[config.mk]
export PLATFORM = sky130hd
export DESIGN_NAME = bram_result_drain_flat
export DESIGN_NICKNAME = d
export VERILOG_FILES = /design/src/rtl/bram_result_drain_if.sv /design/src/rtl/bram_result_drain.sv /design/src/flat_wrapper.sv
export SDC_FILE = /design/constraint.sdc
export NUM_CORES = 1
export LEC_CHECK = 0
export ABC_CLOCK_PERIOD_IN_PS = 3600
export BUFFER_PORTS_ARGS = -buffer_cell sky130_fd_sc_hd__buf_2
export CAP_MARGIN = 30
export CORE_MARGIN = 2
export CORE_UTILIZATION = 57
export CTS_BUF_LIST = sky130_fd_sc_hd__clkbuf_4 sky130_fd_sc_hd__clkbuf_8
export CTS_CLUSTER_DIAMETER = 120
export DETAILED_ROUTE_END_ITERATION = 10
export GPL_ROUTABILITY_DRIVEN = 0
export PLACE_DENSITY = 0.83
export RECOVER_POWER = 50
export SYNTH_ARGS = -nofsm -noshare
export SYNTH_HDL_FRONTEND = slang
export SYNTH_SLANG_ARGS = --single-unit
[constraint.sdc]
create_clock -name clk -period 3.6 [get_ports clk]
set_clock_uncertainty 0.05 [all_clocks]
set_input_delay 0.36 -clock clk [delete_from_list [all_inputs] [get_ports clk]]
set_output_delay 0.36 -clock clk [all_outputs]
set_load 0.01 [all_outputs]
[src/rtl/bram_result_drain_if.sv]
// Signal bundle for bram_result_drain: host control, BRAM read port and result stream.
// The block under test takes the slave side; the host/BRAM/consumer side takes master.
interface bram_result_drain_if #(
    parameter int BRAM_DWIDTH   = 40,
    parameter int BRAM_AWIDTH   = 9,
    parameter int RESULT_DWIDTH = 9
);
    logic                     start;
    logic [BRAM_AWIDTH-1:0]   start_addr;
    logic [BRAM_AWIDTH:0]     num_words;
    logic                     busy;
    logic                     done;
    logic [BRAM_AWIDTH-1:0]   bram_addr;
    logic                     bram_re;
    logic [BRAM_DWIDTH-1:0]   bram_data;
    logic [RESULT_DWIDTH-1:0] out_data;
    logic                     out_valid;
    logic                     out_ready;
    logic                     out_last;

    modport master (
        output start, start_addr, num_words, bram_data, out_ready,
        input  busy, done, bram_addr, bram_re, out_data, out_valid, out_last
    );

    modport slave (
        input  start, start_addr, num_words, bram_data, out_ready,
        output busy, done, bram_addr, bram_re, out_data, out_valid, out_last
    );
endinterface

[src/rtl/bram_result_drain.sv]
// Sweeps a BRAM address range, extracts the result field of each word and streams it
// out over valid/ready, absorbing the one-cycle BRAM latency with a small FIFO.
module bram_result_drain #(
    parameter int BRAM_DWIDTH   = 40,
    parameter int BRAM_AWIDTH   = 9,
    parameter int RESULT_DWIDTH = 9,
    parameter int RESULT_LSB    = 16,
    parameter int FIFO_DEPTH    = 4
) (
    input logic                clk,
    input logic                reset,
    bram_result_drain_if.slave bus
);
    localparam int PTR_W = (FIFO_DEPTH > 1) ? $clog2(FIFO_DEPTH) : 1;
    localparam int CNT_W = $clog2(FIFO_DEPTH + 1);
    localparam int OCC_W = CNT_W + 1;
    localparam int NW_W  = BRAM_AWIDTH + 1;
    localparam logic [PTR_W-1:0] PTR_LAST = PTR_W'(FIFO_DEPTH - 1);

    typedef enum logic [1:0] {
        S_IDLE   = 2'd0,
        S_RUN    = 2'd1,
        S_FINISH = 2'd2
    } state_t;

    state_t                   state_q;
    logic [BRAM_AWIDTH-1:0]   addr_q;
    logic                     re_q;
    logic                     re_last_q;
    logic                     rd_valid_q;
    logic                     rd_last_q;
    logic [NW_W-1:0]          issue_left_q;
    logic                     busy_q;
    logic                     done_q;

    logic [RESULT_DWIDTH-1:0] fifo_data_q [FIFO_DEPTH];
    logic                     fifo_last_q [FIFO_DEPTH];
    logic [PTR_W-1:0]         wr_ptr_q;
    logic [PTR_W-1:0]         rd_ptr_q;
    logic [CNT_W-1:0]         fifo_count_q;

    logic                     out_valid_s;
    logic                     pop_s;
    logic                     push_s;
    logic                     head_last_s;
    logic                     issue_d;
    logic [OCC_W-1:0]         occupancy_s;

    function automatic logic [PTR_W-1:0] ptr_inc(input logic [PTR_W-1:0] p);
        return (p == PTR_LAST) ? PTR_W'(0) : p + PTR_W'(1);
    endfunction

    // Handshake decode and issue decision; occupancy counts reads still in flight
    always_comb begin
        out_valid_s = (fifo_count_q != CNT_W'(0));
        pop_s       = out_valid_s && bus.out_ready;
        push_s      = rd_valid_q;
        head_last_s = fifo_last_q[rd_ptr_q];
        occupancy_s = OCC_W'(fifo_count_q) + OCC_W'(re_q) + OCC_W'(rd_valid_q) - OCC_W'(pop_s);
        issue_d     = (state_q == S_RUN) && (issue_left_q != NW_W'(0))
                      && (occupancy_s < OCC_W'(FIFO_DEPTH));
    end

    // Control FSM, read-address generator and BRAM latency pipeline
    always_ff @(posedge clk) begin
        if (reset) begin
            state_q      <= S_IDLE;
            addr_q       <= BRAM_AWIDTH'(0);
            re_q         <= 1'b0;
            re_last_q    <= 1'b0;
            rd_valid_q   <= 1'b0;
            rd_last_q    <= 1'b0;
            issue_left_q <= NW_W'(0);
            busy_q       <= 1'b0;
            done_q       <= 1'b0;
        end else begin
            rd_valid_q <= re_q;
            rd_last_q  <= re_last_q;
            case (state_q)
                S_IDLE: begin
                    done_q <= 1'b0;
                    if (bus.start) begin
                        addr_q <= bus.start_addr;
                        busy_q <= 1'b1;
                        if (bus.num_words == NW_W'(0)) begin
                            state_q      <= S_FINISH;
                            done_q       <= 1'b1;
                            re_q         <= 1'b0;
                            re_last_q    <= 1'b0;
                            issue_left_q <= NW_W'(0);
                        end else begin
                            // The first read goes out immediately, so it is already accounted for
                            state_q      <= S_RUN;
                            re_q         <= 1'b1;
                            re_last_q    <= (bus.num_words == NW_W'(1));
                            issue_left_q <= bus.num_words - NW_W'(1);
                        end
                    end else begin
                        re_q      <= 1'b0;
                        re_last_q <= 1'b0;
                    end
                end
                S_RUN: begin
                    re_q      <= issue_d;
                    re_last_q <= issue_d && (issue_left_q == NW_W'(1));
                    if (issue_d) begin
                        addr_q       <= addr_q + BRAM_AWIDTH'(1);
                        issue_left_q <= issue_left_q - NW_W'(1);
                    end else begin
                        addr_q       <= addr_q;
                        issue_left_q <= issue_left_q;
                    end
                    if (pop_s && head_last_s) begin
                        state_q <= S_FINISH;
                        done_q  <= 1'b1;
                    end else begin
                        state_q <= S_RUN;
                        done_q  <= 1'b0;
                    end
                end
                S_FINISH: begin
                    state_q   <= S_IDLE;
                    busy_q    <= 1'b0;
                    done_q    <= 1'b0;
                    re_q      <= 1'b0;
                    re_last_q <= 1'b0;
                end
                default: begin
                    state_q   <= S_IDLE;
                    busy_q    <= 1'b0;
                    done_q    <= 1'b0;
                    re_q      <= 1'b0;
                    re_last_q <= 1'b0;
                end
            endcase
        end
    end

    // Output FIFO: push on returning read data, pop on stream transfer
    always_ff @(posedge clk) begin
        if (reset) begin
            wr_ptr_q     <= PTR_W'(0);
            rd_ptr_q     <= PTR_W'(0);
            fifo_count_q <= CNT_W'(0);
            for (int i = 0; i < FIFO_DEPTH; i++) begin
                fifo_data_q[i] <= RESULT_DWIDTH'(0);
                fifo_last_q[i] <= 1'b0;
            end
        end else begin
            if (push_s) begin
                fifo_data_q[wr_ptr_q] <= bus.bram_data[RESULT_LSB +: RESULT_DWIDTH];
                fifo_last_q[wr_ptr_q] <= rd_last_q;
                wr_ptr_q              <= ptr_inc(wr_ptr_q);
            end else begin
                wr_ptr_q <= wr_ptr_q;
            end
            if (pop_s) begin
                rd_ptr_q <= ptr_inc(rd_ptr_q);
            end else begin
                rd_ptr_q <= rd_ptr_q;
            end
            case ({push_s, pop_s})
                2'b10:   fifo_count_q <= fifo_count_q + CNT_W'(1);
                2'b01:   fifo_count_q <= fifo_count_q - CNT_W'(1);
                default: fifo_count_q <= fifo_count_q;
            endcase
        end
    end

    assign bus.busy      = busy_q;
    assign bus.done      = done_q;
    assign bus.bram_addr = addr_q;
    assign bus.bram_re   = re_q;
    assign bus.out_valid = out_valid_s;
    assign bus.out_data  = out_valid_s ? fifo_data_q[rd_ptr_q] : RESULT_DWIDTH'(0);
    assign bus.out_last  = out_valid_s && head_last_s;
endmodule

[src/flat_wrapper.sv]
// flat-port wrapper written by rule: the top's interface ports become plain ports
module bram_result_drain_flat 
#(
    parameter int BRAM_DWIDTH   = 40,
    parameter int BRAM_AWIDTH   = 9,
    parameter int RESULT_DWIDTH = 9,
    parameter int RESULT_LSB    = 16,
    parameter int FIFO_DEPTH    = 4
)
  (clk, reset, bus_start, bus_start_addr, bus_num_words, bus_bram_data, bus_out_ready, bus_busy, bus_done, bus_bram_addr, bus_bram_re, bus_out_data, bus_out_valid, bus_out_last);
  bram_result_drain_if #(.BRAM_DWIDTH(BRAM_DWIDTH), .BRAM_AWIDTH(BRAM_AWIDTH), .RESULT_DWIDTH(RESULT_DWIDTH)) bus_i ();
  input logic clk;
  input logic reset;
  input wire logic [$bits(bus_i.start)-1:0] bus_start;
  input wire logic [$bits(bus_i.start_addr)-1:0] bus_start_addr;
  input wire logic [$bits(bus_i.num_words)-1:0] bus_num_words;
  input wire logic [$bits(bus_i.bram_data)-1:0] bus_bram_data;
  input wire logic [$bits(bus_i.out_ready)-1:0] bus_out_ready;
  output wire logic [$bits(bus_i.busy)-1:0] bus_busy;
  output wire logic [$bits(bus_i.done)-1:0] bus_done;
  output wire logic [$bits(bus_i.bram_addr)-1:0] bus_bram_addr;
  output wire logic [$bits(bus_i.bram_re)-1:0] bus_bram_re;
  output wire logic [$bits(bus_i.out_data)-1:0] bus_out_data;
  output wire logic [$bits(bus_i.out_valid)-1:0] bus_out_valid;
  output wire logic [$bits(bus_i.out_last)-1:0] bus_out_last;
  assign bus_i.start = bus_start;
  assign bus_i.start_addr = bus_start_addr;
  assign bus_i.num_words = bus_num_words;
  assign bus_i.bram_data = bus_bram_data;
  assign bus_i.out_ready = bus_out_ready;
  assign bus_busy = bus_i.busy;
  assign bus_done = bus_i.done;
  assign bus_bram_addr = bus_i.bram_addr;
  assign bus_bram_re = bus_i.bram_re;
  assign bus_out_data = bus_i.out_data;
  assign bus_out_valid = bus_i.out_valid;
  assign bus_out_last = bus_i.out_last;
  bram_result_drain #(.BRAM_DWIDTH(BRAM_DWIDTH), .BRAM_AWIDTH(BRAM_AWIDTH), .RESULT_DWIDTH(RESULT_DWIDTH), .RESULT_LSB(RESULT_LSB), .FIFO_DEPTH(FIFO_DEPTH)) u_core (.clk(clk), .reset(reset), .bus(bus_i));
endmodule
==> results of run 1 <==
-- cell usage in the layout (no fill, tap or decap), drive strengths merged, types with 2 or more instances in the layout --
| cell type | n |
|---|---|
| o41ai | 3 |
| xor2 | 2 |
| nand3 | 8 |
| nor4 | 5 |
| and2 | 40 |
| nor3b | 9 |
| and3 | 12 |
| nor3 | 15 |
| nor2 | 25 |
| clkinv | 2 |
| clkinvlp | 2 |
| or2 | 8 |
| xnor2 | 7 |
| a21oi | 31 |
| a32oi | 3 |
| o21a | 3 |
| inv | 16 |
| ha | 11 |
| clkbuf | 25 |
| nand2 | 24 |
| a311oi | 4 |
| mux4 | 10 |
| buf | 46 |
| o21ai | 13 |
| nor2b | 6 |
| a31oi | 6 |
| nand3b | 2 |
| or3 | 4 |
| o31ai | 5 |
| or4 | 5 |
| mux2i | 4 |
| o22ai | 3 |
| dfxtp | 36 |
| o311ai | 3 |
| edfxtp | 40 |
| nand2b | 2 |
-- worst min path at each step --
stage,start,end,slack [ns],cells after the start
after floorplan,u_core.re_last_q,u_core.rd_last_q,0.36,1
after global placement,u_core.re_last_q,u_core.rd_last_q,0.37,1
after detailed placement,u_core.re_last_q,u_core.rd_last_q,0.39,1
after CTS,bus_bram_data[20],u_core.fifo_data_q[0][4],0.25,2
after global routing,bus_bram_data[19],u_core.fifo_data_q[1][3],0.26,2
final,bus_bram_data[19],u_core.fifo_data_q[1][3],0.26,2
-- cell families after synthesis --
logic type | after synthesis
fa+ha+maj | 12
buf+inv | 36
simple gates | 169
flops | 76
compound gates | 85
xor+xnor | 9
mux | 15
-- through the flow --
step                instance area (um2)  hold WS, ns  setup WS, ns
floorplan                          4114       0.3638        0.9401
global placement                   4467       0.3720        0.6306
detailed placement                 4474       0.3885        0.5784
CTS                                4673       0.2502        0.5322
global route                       4643       0.2561        0.2703
finish                             4643       0.2568        0.5393
-- layout make-up --
cell class,count,area [um2]
clock inverter,7,75.07
tap,96,120.1
fill,563,2263
timing repair buffer,62,300.3
sequential,76,1922
multi-input combinational,290,2049
inverter,14,52.55
clock buffer,9,123.9
-- power by group through the flow --
stage	registers, mW	clock network (mW)	logic (mW)
floorplan	1.12	0	0.706
global placement	1.16	0	0.890
detailed placement	1.17	0	0.922
CTS	1.15	0.677	0.926
global route	1.18	0.716	1.03
finish	1.16	0.672	0.923
-- worst max-delay path, cell delays in order, from the launching register on --
cell and delay [ns]:
dfxtp_1 0.34, or3_1 0.39, nand2_1 0.14, inv_1 0.09
nand2_1 0.09, o21ai_0 0.09, ha_1 0.19, a21oi_1 0.30
nand3b_1 0.20, a2111oi_4 0.69, nand3_1 0.15, a32o_2 0.24
-- state kept, by name, summed over array words and instances (netlist names), 2 cells and up, named ones only --
| signal | flops |
|---|---|
| u_core.fifo_data_q | 36 |
| u_core.wr_ptr_q | 2 |
| u_core.fifo_count_q | 3 |
| u_core.fifo_last_q | 4 |
| u_core.rd_ptr_q | 2 |
| u_core.issue_left_q | 10 |
| u_core.bus.bram_addr | 9 |
| u_core.state_q | 2 |
-- routing by layer --
layer | vias to the layer above | routed length [um]
li1 | 1587 | -
met1 | 1596 | 3651
met2 | 120 | 4713
met3 | 19 | 485
met4 | 0 | 231
met5 | - | 0
==> metrics, run 1 <==
Max IR drop VDD=0.0003369 V; vias per std cell=5.996; most frequent cells after synthesis=40 x and2_1, 40 x edfxtp_1, 36 x dfxtp_1; synth unique cells=57; met3 GRT Util=0.04155; post-synthesis simple-gate area fraction=0.2314; TritonCTS clock tree=yes; CTS sink cnt=76; core region area=6907 um2; Post-Syn Nets=477; HPWL Detailed=6.299 mm; ANT nets after route=0; Synth async-reset ratio=0; # diodes=0; status=finished, violations left; NumNets Final=528; vias in the first global route=3145; main combinational cell family by area after synthesis=simple AND/OR/NAND/NOR gates; post_cts resized=0; Port Buffer Count=54; sequential fraction of the synthesis area=0.4672; Post-Synth Adder-Cell Area=0.03832; Final Cycle Share=0.8502; Startpoint Class=register; post-synthesis mux area share=0.06721; row count=30; relative slew slack=-0.02394; switching share of power=0.3629; area leader, netlist=edfxtp_1; Yosys reg bits=76; Routed WL=9.083 mm; worst reg2reg path endpoint=u_core.issue_left_q[6]; GR Overflow Total=0; Die Y=88.96 um; final design utilization=0.6723; Area growth syn-to-layout=12.86%; average wire per standard cell=16.40 um; Fmax=326.7 MHz; wire length of the first global-routing pass=14.92 mm; Worst-path clk slew=0.09 ns; htree depth=3; Min-Delay Path Class=primary input to register; setup TNS=0 ns; Synth Instances=402; DIE WIDTH=88.96 um; initial antenna violation count=0; Worst Path Max Fanout=9; crit path to=u_core.issue_left_q[6]; Pleak=1.763 nW; Tot GR Track Use=0.2480; final hold vios=0; CTS buffer count=9; max-slew violations=35; NetSw=998.1 uW; Int Power=1.752 mW; Worst EP arrival=3.27 ns; Worst Reg2Reg Path Length in Cells=11; Post-Synth XOR/XNOR Area=0.01916; critical path startpoint=u_core.fifo_count_q[0]; cell count after placement=538; Post-Syn Area=4114 um2; clock root cell=clkbuf_8; unrepaired setup endpoints after global routing=false; Pwr per Cell Area=592.3 nW/um2; Comb pwr share=0.335; gr busiest metal=met2; largest cells by area after synthesis=edfxtp_1 29%, dfxtp_1 18%, and2_1 6.1%; clock share of power=0.244; clk_lat worst skew=0.36 ns; setup violators final=0; global routing usage on met1=0.3017; max capacitance violation total=1; layout cells sized above 1=0.1921; compound-cell area share of the yosys netlist=0.1420; Vias=3322; Crit Reg-Reg Startpoint=u_core.fifo_count_q[0]; Slew @ Worst Pin=1.536 ns; failing checks=capacitance limit, slew limit; Die ar.=7913 um2; syn avg cell area=10.23 um2; Flop pwr share=0.420; predominant post-synthesis flop cell=edfxtp_1; Worst Setup End Kind=register; met2 usage=0.4349; Ports=86; DRC viols=0; yosys warns=0; largest net degree at the start of global routing=35; number of flops mapped to enable cells by yosys=40; Layout Cells excl Fill=554; Post-CTS Setup Repair Bufs=0; setup slack, reg-to-reg=0.54 ns; Starting Density=0.5957; kind of critical path=register to register; clock buffer depth=2; DR iter-0 viols=232; CTS hold repair buffers=0; Total Power=2.750 mW; crit path time final=3.061 ns; First-pass DRT Iterations=6; share of the synthesized area in the top cell type=0.2920; WP data required=3.81 ns
Power figures use the tool's default switching activity.
==> inputs of run 2 (changes only) <==
--- a/config.mk
+++ b/config.mk
@@ -8,6 +8,7 @@
 export ABC_CLOCK_PERIOD_IN_PS = 3600
 export BUFFER_PORTS_ARGS = -buffer_cell sky130_fd_sc_hd__buf_2
 export CAP_MARGIN = 30
+export CORE_ASPECT_RATIO = 0.9
 export CORE_MARGIN = 2
 export CORE_UTILIZATION = 57
 export CTS_BUF_LIST = sky130_fd_sc_hd__clkbuf_4 sky130_fd_sc_hd__clkbuf_8
@@ -19,3 +20,4 @@
 export SYNTH_ARGS = -nofsm -noshare
 export SYNTH_HDL_FRONTEND = slang
 export SYNTH_SLANG_ARGS = --single-unit
+export TNS_END_PERCENT = 1
==> run 2 against run 1 <==
Compared with the run above:
- the flow still finishes with violations (capacitance limit, slew limit)
- maximum frequency rose by 3.3%
- critical path type unchanged
- die area barely moved
- largest power group unchanged
- core utilization fell by 0.80 points
- worst setup slack improved by 0.099 ns
==> metrics, run 2 (same netlist as run 1, synthesis figures left out) <==
final hold vios=0; setup TNS=0 ns; cell count after placement=538; Slew @ Worst Pin=1.617 ns; layout cells sized above 1=0.1974; crit path to=u_core.bus.bram_addr[2]; CTS sink cnt=76; Crit Reg-Reg Startpoint=u_core.fifo_count_q[0]; TritonCTS clock tree=yes; CTS buffer count=9; setup slack, reg-to-reg=0.64 ns; core region area=7039 um2; DIE WIDTH=93.55 um; Worst Setup End Kind=register; DR iter-0 viols=300; max-slew violations=35; average wire per standard cell=16.28 um; status=finished, violations left; Final Cycle Share=0.8227; failing checks=capacitance limit, slew limit; Fmax=337.6 MHz; row count=29; Die ar.=7914 um2; post_cts resized=0; Starting Density=0.5844; unrepaired setup endpoints after global routing=false; clk_lat worst skew=0.36 ns; DRC viols=0; fin area=4676 um2; Startpoint Class=register; Routed WL=9.020 mm; Vias=3348; relative slew slack=-0.07829; htree depth=3; setup violators final=0; Pleak=1.789 nW; Area growth syn-to-layout=13.66%; Max IR drop VDD=0.0004446 V; Top reg by flops=u_core.fifo_data_q; Cell Area, Placed=4488 um2; most common cell after layout, fill and taps aside=buf_2; most frequent cells in the layout=42 x buf_2, 40 x edfxtp_1, 36 x dfxtp_1; vias in the first global route=3184; wire length of the first global-routing pass=14.93 mm; HPWL Detailed=6.324 mm; clock buffer depth=2; clock root cell=clkbuf_8; Die Y=84.60 um; GR Overflow Total=0; Worst Reg2Reg Path Length in Cells=12; Tot GR Track Use=0.2406; Ports=86; NumNets Final=531; critical path startpoint=u_core.fifo_count_q[0]; initial antenna violation count=0; Post-CTS Setup Repair Bufs=0; # diodes=0; Worst Path Max Fanout=5; Min-Delay Path Class=primary input to register; max capacitance violation total=1; ANT nets after route=0; CTS hold repair buffers=0; Layout Cells excl Fill=554; max reg flops=36; Pwr per Cell Area=596.1 nW/um2; First-pass DRT Iterations=4; Port Buffer Count=54; Worst-path clk slew=0.10 ns; crit path time final=2.962 ns; largest net degree at the start of global routing=35; Worst EP arrival=3.18 ns; worst reg2reg path endpoint=u_core.bus.bram_addr[2]; WP data required=3.82 ns; vias per std cell=6.043; kind of critical path=register to register
==> run 2: how the worst min path moves through the flow <==
stage | start | end | slack (ns) | cells after the start
2_1_floorplan | u_core.re_last_q | u_core.rd_last_q | 0.36 | 1
3_3_place_gp | u_core.re_last_q | u_core.rd_last_q | 0.37 | 1
3_5_place_dp | u_core.re_last_q | u_core.rd_last_q | 0.39 | 1
4_1_cts | bus_bram_data[17] | u_core.fifo_data_q[0][1] | 0.25 | 2
5_1_grt | bus_bram_data[21] | u_core.fifo_data_q[2][5] | 0.26 | 2
6_report | bus_bram_data[17] | u_core.fifo_data_q[0][1] | 0.26 | 2
==> run 2: area by class of cell <==
cell class,count,area [um2]
Fill cell,567,2364
Tap cell,93,116.4
Clock buffer,9,123.9
Timing Repair Buffer,65,319.1
Sequential cell,76,1922
Multi-Input combinational cell,290,2049
Inverter,14,52.55
Clock inverter,7,92.59
==> run 2: per-stage QoR <==
step                worst slack [ns]    util  total power [mW]  hold WS (ns)
finish                        0.6383  0.6642             2.787        0.2572
floorplan                     0.9401       -             1.830        0.3638
global placement              0.7473  0.6351             2.071        0.3717
global route                  0.4140  0.6642             2.947        0.2603
detailed placement            0.6926  0.6376             2.104        0.3911
CTS                           0.6589  0.6683             2.798        0.2457
==> run 2: worst max-delay path, stage by stage, from the launching register on <==
cell	delay (ns)
dfxtp_1	0.34
or3_1	0.39
nand2_1	0.14
inv_1	0.10
nand2_1	0.09
o21ai_0	0.09
ha_1	0.18
a21oi_1	0.32
nand3b_1	0.20
a2111oi_4	0.54
buf_4	0.23
a31oi_1	0.09
a21oi_1	0.14
==> run 2: power by group <==
| part | total (mW) | switching (mW) | internal (mW) |
|---|---|---|---|
| registers | 1.16 | 0.138 | 1.02 |
| clock network | 0.695 | 0.355 | 0.339 |
| logic | 0.936 | 0.518 | 0.418 |
==> run 2: per-layer routing <==
layer  part of all wire  GRT usage  up-vias
met2               0.50     0.3944      116
met1               0.43     0.3206     1617
li1                   -          -     1600
met4              0.016    0.07510        0
met3              0.059    0.05386       15
met5                  0          0        -
==> inputs of run 3 (changes only) <==
--- a/config.mk
+++ b/config.mk
@@ -5,17 +5,17 @@
 export SDC_FILE = /design/constraint.sdc
 export NUM_CORES = 1
 export LEC_CHECK = 0
-export ABC_CLOCK_PERIOD_IN_PS = 3600
+export ABC_CLOCK_PERIOD_IN_PS = 2700
 export BUFFER_PORTS_ARGS = -buffer_cell sky130_fd_sc_hd__buf_2
 export CAP_MARGIN = 30
 export CORE_ASPECT_RATIO = 0.9
 export CORE_MARGIN = 2
-export CORE_UTILIZATION = 57
+export CORE_UTILIZATION = 51
 export CTS_BUF_LIST = sky130_fd_sc_hd__clkbuf_4 sky130_fd_sc_hd__clkbuf_8
 export CTS_CLUSTER_DIAMETER = 120
 export DETAILED_ROUTE_END_ITERATION = 10
 export GPL_ROUTABILITY_DRIVEN = 0
-export PLACE_DENSITY = 0.83
+export PLACE_DENSITY = 0.78
 export RECOVER_POWER = 50
 export SYNTH_ARGS = -nofsm -noshare
 export SYNTH_HDL_FRONTEND = slang
==> constraint.sdc (replaced) <==
create_clock -name clk -period 2.7 [get_ports clk]
set_clock_uncertainty 0.05 [all_clocks]
set_input_delay 0.27 -clock clk [delete_from_list [all_inputs] [get_ports clk]]
set_output_delay 0.27 -clock clk [all_outputs]
set_load 0.01 [all_outputs]
==> run 3 against run 2 <==
Compared with the run above:
- the run ends with setup timing left
- final area increased by 5.3%
- core utilization decreased by 4.5 points
- flip-flop and latch count unchanged
- register-to-register slack got worse by 0.64 ns
- wire length increased by 5.7%
- die area increased by 11%
- critical path type unchanged
- highest routed layer unchanged
==> metrics, run 3 (same netlist as run 1, synthesis figures left out) <==
status=finished, violations left; failing checks=setup timing; Hold Crit Start=bus_bram_data[20]; crit-path cells=or3_4, nand2_4, inv_4, nand2_4, o21ai_2, ha_1, nand3_2, buf_6, and3_4, a311o_1, a21o_1, a32o_2; initial antenna violation count=0; Worst Reg2Reg Path Length in Cells=12; GR Overflow Total=0; Starting Density=0.5174; vias per std cell=5.844; worst hold endpoint=u_core.fifo_data_q[0][4]; average wire per standard cell=16.55 um; layout cells sized above 1=0.2621; Startpoint Class=register; unrepaired setup endpoints after global routing=true; Fmax=369.5 MHz; Worst EP arrival=2.90 ns; Crit Reg-Reg Startpoint=u_core.fifo_count_q[2]; htree depth=3; critical path's most frequent cell=nand2_4; critical path's top delay family=compound AO/OA/AOI/OAI gates; DR iter-0 viols=163; First-pass DRT Iterations=5; DRC viols=0; CTS sink cnt=76; largest net degree at the start of global routing=35; row count=31; vias in the first global route=3180; met3 GRT Util=0.04613; Worst path max stage delay=0.41 ns; Worst-path clk slew=0.09 ns; setup ws final=-0.006694 ns; Area growth syn-to-layout=19.71%; max-slew violations=0; clk_lat worst skew=0.35 ns; Pleak=1.934 nW; most common cell after layout, fill and taps aside=buf_2; hold depth=2; Tot GR Track Use=0.2171; core region area=7951 um2; setup slack, reg-to-reg=-0.007 ns; Worst Path Max Fanout=4; DIE WIDTH=98.67 um; Slew @ Worst Pin=0.8495 ns; Max IR drop VDD=0.0003956 V; Die ar.=8802 um2; Worst Hold Margin=0.1740 ns; max reg flops=36; met2 usage=0.3544; global routing usage on met1=0.2872; Crit-path slowest cell=or3_4; setup violators final=1; Top reg by flops=u_core.fifo_data_q; WP data required=2.89 ns; HPWL Detailed=6.317 mm; Worst Setup End Kind=register; Die Y=89.21 um; Final Cycle Share=1.002; most frequent cells in the layout=42 x buf_2, 40 x and2_1, 40 x edfxtp_1; Total Power=4.084 mW; setup TNS=-0.006694 ns; Min-Delay Path Class=primary input to register; # diodes=0; ANT nets after route=0; worst reg2reg path endpoint=u_core.issue_left_q[6]; Vias=3366; gr busiest metal=met2; crit path time final=2.707 ns; NumNets Final=547; worst path bufs/invs=2; clock buffer depth=2; CTS buffer count=9; TritonCTS clock tree=yes; kind of critical path=register to register; Port Buffer Count=54; max capacitance violation total=0; Routed WL=9.535 mm; final hold vios=0; Pwr per Cell Area=829.2 nW/um2; WP depth=12; clock root cell=clkbuf_8; wire length of the first global-routing pass=15.01 mm; relative slew slack=0.4337; Ports=86
[run 3: cell count changes in the layout (fill, tap and decap cells not counted), sizes merged]
| cell | before | now |
|---|---|---|
| clkbuf | 26 | 22 |
| bufinv | 1 | 3 |
| inv | 18 | 15 |
| buf | 48 | 68 |
| clkinv | 2 | 3 |
[run 3: layout make-up]
class                           count  area, um2
Fill cell                         635       3027
Clock buffer                        9      123.9
Clock inverter                      7      123.9
Timing Repair Buffer               81      461.7
Multi-Input combinational cell    290       2112
Sequential cell                    76       1924
Inverter                           14      55.05
Tap cell                           99      123.9
[run 3: what timing repair did]
item / CTS / global route
hold buffers: 0 / 0
gates resized for setup: 6 / 18
hold endpoints to repair: 0 / 0
setup buffers: 1 / 1
pin swaps: 5 / 14
cloned: 0 / 1
endpoints found under the setup margin: 8 / 20
[run 3: worst reg2reg max path, cell delays in order, from the launching register on]
cell	delay, ns
dfxtp_2	0.33
or3_4	0.41
nand2_4	0.10
inv_4	0.04
nand2_4	0.06
o21ai_2	0.05
ha_1	0.28
nand3_2	0.13
buf_6	0.18
and3_4	0.14
a311o_1	0.39
a21o_1	0.20
a32o_2	0.22
[run 3: per-layer routing]
metal | up-vias | routed length (um)
met4 | 0 | 111
met2 | 102 | 4701
met1 | 1630 | 4167
met3 | 9 | 554
met5 | - | 0
li1 | 1625 | -
[run 3: worst max path at each step]
| stage | startpoint | end | slack [ns] |
|---|---|---|---|
| finish | u_core.fifo_count_q[2] | u_core.issue_left_q[6] | -0.007 |
| global route | u_core.fifo_count_q[2] | u_core.issue_left_q[6] | -0.09 |
| CTS | u_core.fifo_count_q[0] | u_core.bus.bram_addr[2] | 0.01 |
| detailed placement | u_core.fifo_count_q[0] | u_core.bus.bram_addr[2] | -0.01 |
| global placement | u_core.fifo_count_q[0] | u_core.bus.bram_addr[2] | 0.05 |
| floorplan | u_core.fifo_count_q[0] | u_core.issue_left_q[6] | 0.04 |
[run 3: metrics by stage]
step	worst slack [ns]	cell area (um2)	cells	utilization
finish	-0.006694	4925	576	0.6194
global route	-0.08789	4925	576	0.6194
CTS	0.01152	4867	574	0.6121
detailed placement	-0.01389	4598	557	0.5783
global placement	0.05155	4598	557	0.5783
floorplan	0.04008	4114	402	-
[run 3: where the power goes]
group          switching [mW]  internal [mW]
Combinational           0.775          0.709
Clock                   0.443          0.622
Sequential              0.175           1.36
Total                    1.39           2.69
